## config.mk

```make
export PLATFORM = sky130hd
export DESIGN_NAME = bin_to_bcd
export DESIGN_NICKNAME = d
export VERILOG_FILES = /design/src/rtl/bin_to_bcd.sv
export SDC_FILE = /design/constraint.sdc
export NUM_CORES = 1
export LEC_CHECK = 0
export ABC_CLOCK_PERIOD_IN_PS = 4600
export BUFFER_PORTS_ARGS = -buffer_cell sky130_fd_sc_hd__buf_2
export CELL_PAD_IN_SITES_DETAIL_PLACEMENT = 1
export CELL_PAD_IN_SITES_GLOBAL_PLACEMENT = 1
export CORE_ASPECT_RATIO = 1.25
export CORE_MARGIN = 3
export CORE_UTILIZATION = 46
export DETAILED_ROUTE_END_ITERATION = 8
export PLACE_DENSITY_LB_ADDON = 0.05
export SLEW_MARGIN = 25
export SYNTH_ARGS = -nofsm -noshare
export SYNTH_HDL_FRONTEND = slang
export SYNTH_SLANG_ARGS = --single-unit
export TNS_END_PERCENT = 20
```

## constraint.sdc

```tcl
create_clock -name clock -period 4.6 [get_ports clock]
set_clock_uncertainty 0.05 [all_clocks]
set_input_delay 0.46 -clock clock [delete_from_list [all_inputs] [get_ports clock]]
set_output_delay 0.46 -clock clock [all_outputs]
set_load 0.1 [all_outputs]
```

## src/rtl/bin_to_bcd.sv

```systemverilog
// bin_to_bcd: sequential double-dabble converter from a BIN_W-bit unsigned
// value to 8 MAX7219 Code-B digits (bcd[3:0] = LSD, bcd[31:28] = MSD).
// One iteration per clock; done strobes BIN_W+1 clocks after start is taken.
// Values above 99,999,999 report overflow and show '-' on every digit.
// Optional build macro: BIN_TO_BCD_BLANK_EN -- replace leading zero digits
// (never the LSD) with the Code-B blank code 0xF.
module bin_to_bcd #(
  parameter int BIN_W = 27
) (
  input  logic             clock,
  input  logic             reset,
  input  logic             start,
  input  logic [BIN_W-1:0] value,
  output logic             busy,
  output logic             done,
  output logic [31:0]      bcd,
  output logic             overflow
);

  typedef enum logic [1:0] {IDLE, SHIFT, FINISH} state_t;

  localparam logic [31:0] MAX_DEC  = 32'd99_999_999;
  localparam logic [31:0] DASHES   = 32'hAAAA_AAAA;
  localparam logic [4:0]  LAST_IT  = 5'(BIN_W - 1);

  state_t             state;
  logic [31:0]        scratch;
  logic [BIN_W-1:0]   operand;
  logic [4:0]         iter;
  logic               ovf_q;
  logic [31:0]        adj;
  logic [31:0]        digits;

  // Add-3 correction on every BCD nibble that would reach 10 after doubling.
  always_comb begin
    adj = scratch;
    for (int i = 0; i < 8; i++) begin
      if (scratch[4*i +: 4] >= 4'd5)
        adj[4*i +: 4] = scratch[4*i +: 4] + 4'd3;
    end
  end

  // Final digit pattern presented at FINISH (optionally with leading blanks).
  always_comb begin
    digits = scratch;
`ifdef BIN_TO_BCD_BLANK_EN
    begin
      logic lead;
      lead = 1'b1;
      // Walk from the MSD down; the LSD (digit 0) is never blanked so that
      // a zero value still shows a single '0'.
      for (int i = 7; i >= 1; i--) begin
        if (lead && scratch[4*i +: 4] == 4'd0)
          digits[4*i +: 4] = 4'hF;
        else
          lead = 1'b0;
      end
    end
`endif
  end

  // Control FSM with registered outputs; reset wins over everything.
  always_ff @(posedge clock) begin
    if (!reset) begin
      state    <= IDLE;
      busy     <= 1'b0;
      done     <= 1'b0;
      bcd      <= '0;
      overflow <= 1'b0;
      scratch  <= '0;
      operand  <= '0;
      iter     <= '0;
      ovf_q    <= 1'b0;
    end else begin
      done <= 1'b0;
      case (state)
        IDLE: begin
          if (start) begin
            operand <= value;
            // Range is judged on the captured operand so later value changes
            // cannot influence the result.
            ovf_q   <= 32'(value) > MAX_DEC;
            scratch <= '0;
            iter    <= '0;
            busy    <= 1'b1;
            state   <= SHIFT;
          end
        end
        SHIFT: begin
          scratch <= {adj[30:0], operand[BIN_W-1]};
          operand <= {operand[BIN_W-2:0], 1'b0};
          if (iter == LAST_IT) begin
            state <= FINISH;
          end else begin
            iter <= iter + 5'd1;
          end
        end
        FINISH: begin
          bcd      <= ovf_q ? DASHES : digits;
          overflow <= ovf_q;
          done     <= 1'b1;
          busy     <= 1'b0;
          state    <= IDLE;
        end
        default: begin
          state <= IDLE;
          busy  <= 1'b0;
        end
      endcase
    end
  end

endmodule
```

; Word-level counts from Yosys, hierarchy flattened
; Index checks and enable logic that the tools add are counted.
[op_classes]
muxes = 22
eq_ne = 6
n_addsub = 9
n_lt_le_gt_ge = 9
mul = 0
n_bitwise = 1
div = 0
n_shift = 0
n_reduce_logical = 7
[ops]
columns = operator, count
row1 = $mux 32, 2
row2 = $pmux 32 s2, 1
row3 = $pmux 27 s2, 1
row4 = $ge 4x3->1 const B, 8
row5 = $add 4x2->4 const B, 7
row6 = $mux 4, 7
row7 = $gt 27x27->1 const B, 1
row8 = $mux 27, 1
row9 = $mux 5, 2
row10 = $pmux 5 s2, 1
row11 = $reduce_and 2->1, 4
row12 = $ne 2x2->1 const B, 3
row13 = $add 5x1->5 const B, 1
row14 = $eq 5x5->1 const B, 1
row15 = $mux 2, 2
row16 = $pmux 2 s2, 1
row17 = $add 3x2->3 const B, 1
row18 = $mux 3, 1
row19 = $reduce_and 3->1, 1
row20 = $eq 2x1->1 const B, 1
row21 = $eq 2x2->1 const B, 1
row22 = $logic_not 2->1, 1
row23 = $mux 1, 2
row24 = $pmux 1 s2, 1
row25 = other kinds (2), 2
[word_totals]
elab_cells = 63
input_bits = 30
latch_bits = 0
n_memories = 0
register_bits = 102
ramBits = 0
mem_bits_ro = 0

; Logic depth before layout (Yosys ltp)
[depth]
ltp_word = 3
depth_mapped = 6

; Worst setup path after synthesis
; No wires, ideal clock.
[synth_timing]
kind = reg2reg
start = reg scratch[9] (netlist: digits[9])
end = reg scratch[10] (netlist: digits[10])
synth_period_minus_slack_ns = 1.494
path_stages_with_launch = 7
t_arrival_ns = 1.370
setup_slack_ns = 3.106
required_ns = 4.476
path_cell_list = dfxtp_1 inv_1 ha_1 nand2b_1 a21oi_1 mux2_2 o21ai_0
[synth_via]
elab_chain_cells = 3
elab_cells_between_ends = 4
classes_between = add/sub: 1 / order compare: 1 / mux: 2
[synth_rtl]
columns = item, line_no
row1 = "start, declared", 27  ; logic [31:0] scratch;
row2 = "start signal, assigned", 90  ; scratch <= {adj[30:0], operand[BIN_W-1]};
row3 = $add 4x2->4 or $ge 4x3->1 (tied branches), "39, 38"
row4 = $mux 4 *, 38  ; if (scratch[4*i +: 4] >= 4'd5)
row5 = $pmux 32 s2 *, 76  ; case (state)
; Mark *: on every way between the ends. The rest lies on a longest branch, timed or not.
; A chain may end at the register's enable or synchronous reset.

; Final worst setup path
[layout_timing]
start = reg state[0]
end = reg scratch[31] (netlist: digits[31])
[layout_via]
elab_chain_cells = 3
elab_cells_between_ends = 6
classes_between = eq/ne: 2 / mux: 1 / reduce/logical: 3
[layout_rtl]
columns = item, line_no
row1 = "start, declared", 26  ; state_t state;
row2 = "start signal, assigned", 65  ; state <= IDLE;
row3 = "start signal, assigned", 86  ; state <= SHIFT;
row4 = "start signal, assigned", 93  ; state <= FINISH;
row5 = $eq 2x1->1 or $logic_not 2->1 (tied branches), 76
row6 = $reduce_bool 2->1 (no source line) or $ne 2x2->1 (tied branches), n/a
row7 = $reduce_and 2->1 (no source line), n/a
; Several ways; a longest one is shown, not always the timed one.

==> metrics.cfg <==
[outcome]
run_status=completed

[clock_network]
post_cts_setup_buffers=0
cts-resized-gates=0
cts-root-to-sink-buffers=2
number_of_buffers_added_by_the_clock_tree_synthesis_step=9
cts_tree=done
clock-sinks=102
post_cts_hold_buffer_count=0
clk_pin_slew_worst_paths_ns=0.07
ctsHtreeMaxLevel=3
clock_latency_ns=0.35
clockRootBuffer=sky130_fd_sc_hd__clkbuf_16

[pwr]
design_power_total_mw=1.95
flop_pwr_share_pct=47.3
leakage_nw=2.03
power.share.switching_pct=23.0
share_comb_of_total_power_pct=7.2
pwr-share-clk_pct=45.5
power_density_nw_per_um2=368
p_int_mw=1.50
ir_worst_vdd_mv=0.162
netSwitchingPower_mw=0.447

[global_route]
grt_pass1_wl_mm=20.6
maximum_number_of_pins_on_one_net_before_global_route_repair=42
globalRoute.totalOverflow=0
grt_antenna_before_repair=0
track_usage_pct=23.1
first_global_vias=4120

[routing]
routed-via-count=3986
avgViaCountPerCell=5.74
detailed_routing_iteration_count_for_the_pre_antenna_repair_pass=4
route.detailed.drc=0
wl_per_cell_microns=18.0
routed_wl_mm=12.5
drt_iter0_drc=111
final_antenna_net_count=0

[synth]
average_footprint_of_a_synthesized_cell_sq_um=8.88
post_synth_instance_area_sq_um=4610
synth_enable_flop_cells=0
post-synth-top-count-cell=sky130_fd_sc_hd__dfxtp_1
yosysUniqueCellTypes=47
synth-seq-area-share_pct=44.3
synthCells=519
ys_ff_latch=102
post-synth-top-area-fraction_pct=44.3
mappedNetlistNets=567
ys_warn_count=0
synth_top_cells_by_count=sky130_fd_sc_hd__dfxtp_1 (102), sky130_fd_sc_hd__nand2_1 (82), sky130_fd_sc_hd__nor2_1 (55)
synth_largest_area_cell=sky130_fd_sc_hd__dfxtp_1
synthArstFlopShare_pct=0
post_synth_main_area_contributors=sky130_fd_sc_hd__dfxtp_1 (44%), sky130_fd_sc_hd__nand2_1 (6.7%), sky130_fd_sc_hd__a311oi_2 (6.5%)
yosys_most_used_dff=sky130_fd_sc_hd__dfxtp_1

[timing]
max-slew-margin-rel_pct=32.5
setup_total_negative_slack_ns=0
setup_slack_ns=2.45
period_share_pct=46.8
slew_of_the_pin_with_the_lowest_slew_margin_ns=1.01
period_minus_slack_ns=2.15
grt_setup_unrepaired=no
finalSetupViolCount=0
finalHoldViolCount=0
upper_clock_frequency_limit_mhz=465
drv_slew=0

[floorplan]
placement_rows=40
design.core.area_sq_um=9710
chipHeight_microns=118
initial_core_util_pct=47.5
die-area_sq_um=11300
die_w_microns=95.5
design.portCount=65

[cells_and_area]
final_layout_size_suffix_gt1_share_pct=20.7
final_std_cell_area_no_fill_sq_um=5300
postLayoutCoreUtil_pct=54.6
n_antenna_cell=0
num-nets-final=612
growth_of_design_area_from_synthesis_to_finish_pct=15.1

[place]
dpl-instance-area_sq_um=4950
placement.io_buffers=64
hpwl_after_detailed_placement_mm=8.42
worst_slack_at_placement_ns=2.01
gp_congestion=0.775

[setup_path]
worstPathRequired_ns=4.84
crit_arrival_ns=2.39
setup.worst_path.end_class=flop
timing.setup.critical_path_class=reg2reg
startpoint_type=flop
crit_path_max_fanout=31

[hold_path]
worst_hold_path_type=in2reg

[job]
max_cap_violations=0

per-layer routing:
layer / GRT usage [%] / part of all wire, % / wire length, microns
met5: 0 / 0 / 0
met4: 9.70 / 2.5 / 310
met3: 3.77 / 2.9 / 365
met2: 40.6 / 52 / 6500
met1: 27.1 / 43 / 5340
kinds of logic after synthesis:
| family | after synthesis | synth area share, % |
|---|---|---|
| AND/OR/NAND/NOR | 199 | 18.8 |
| AO/OA/AOI/OAI | 117 | 21.0 |
| flip-flops | 102 | 44.3 |
| buffers and inverters | 56 | 5.40 |
| XOR/XNOR | 18 | 3.42 |
| adder cells (fa/ha/maj) | 18 | 4.89 |
| multiplexers | 9 | 2.17 |
final cells by class:
| class | instances | area [sq um] |
|---|---|---|
| tap | 126 | 158 |
| clock buffer | 11 | 243 |
| sequential | 102 | 2040 |
| multi-input combinational | 361 | 2320 |
| timing repair buffer | 68 | 350 |
| clock inverter | 5 | 106 |
| inverter | 22 | 82.6 |
| fill | 1171 | 4410 |
power groups by stage:
stage	sequential, mW	clock, mW	combinational (mW)
after global routing	0.924	0.944	0.156
after CTS	0.921	0.903	0.143
after global placement	0.940	0	0.136
after detailed placement	0.941	0	0.142
after floorplan	0.941	0	0.102
final	0.921	0.887	0.141
critical path, stage by stage (launching register included):
cell,delay (ns)
sky130_fd_sc_hd__dfxtp_1,0.45
sky130_fd_sc_hd__and2b_2,0.57
sky130_fd_sc_hd__nand2_2,0.47
sky130_fd_sc_hd__o31ai_1,0.37
sky130_fd_sc_hd__a32o_1,0.18
worst paths after layout:
path | endpoint | cells after the start | slack, ns | start
max reg2reg | digits[31]$_SDFFE_PN0P_ | 4 | 2.45 | state[0]$_SDFFE_PN0P_
max | digits[31]$_SDFFE_PN0P_ | 4 | 2.45 | state[0]$_SDFFE_PN0P_
min reg2reg | bcd[18]$_SDFFE_PN0P_ | 2 | 0.40 | bcd[18]$_SDFFE_PN0P_
min | operand[0]$_SDFFE_PN0P_ | 2 | 0.29 | value[0]
cell usage in the layout (no fill, tap or decap), types with 14 or more instances in the layout:
cell type	count
sky130_fd_sc_hd__nor3_1	19
sky130_fd_sc_hd__buf_2	64
sky130_fd_sc_hd__dfxtp_1	102
sky130_fd_sc_hd__a311oi_1	14
sky130_fd_sc_hd__a311oi_2	20
sky130_fd_sc_hd__nor2_1	55
sky130_fd_sc_hd__nand2_1	82
sky130_fd_sc_hd__ha_1	18
sky130_fd_sc_hd__nand3_1	16
sky130_fd_sc_hd__a21oi_1	26
sky130_fd_sc_hd__inv_1	20
metrics by stage:
step,hold WS (ns),std cells
after CTS,0.279,695
after global placement,0.390,679
final,0.292,695
after global routing,0.282,695
after floorplan,0.399,519
after detailed placement,0.399,679
flip-flops by register name (all words and copies together), names as in the netlist:
| name | cells |
|---|---|
| busy | 1 |
| ovf_q | 1 |
| iter | 5 |
| digits | 32 |
| done | 1 |
| state | 2 |
| operand | 27 |
| bcd | 32 |
| overflow | 1 |
Note: power is estimated with default switching activity, not from simulation.
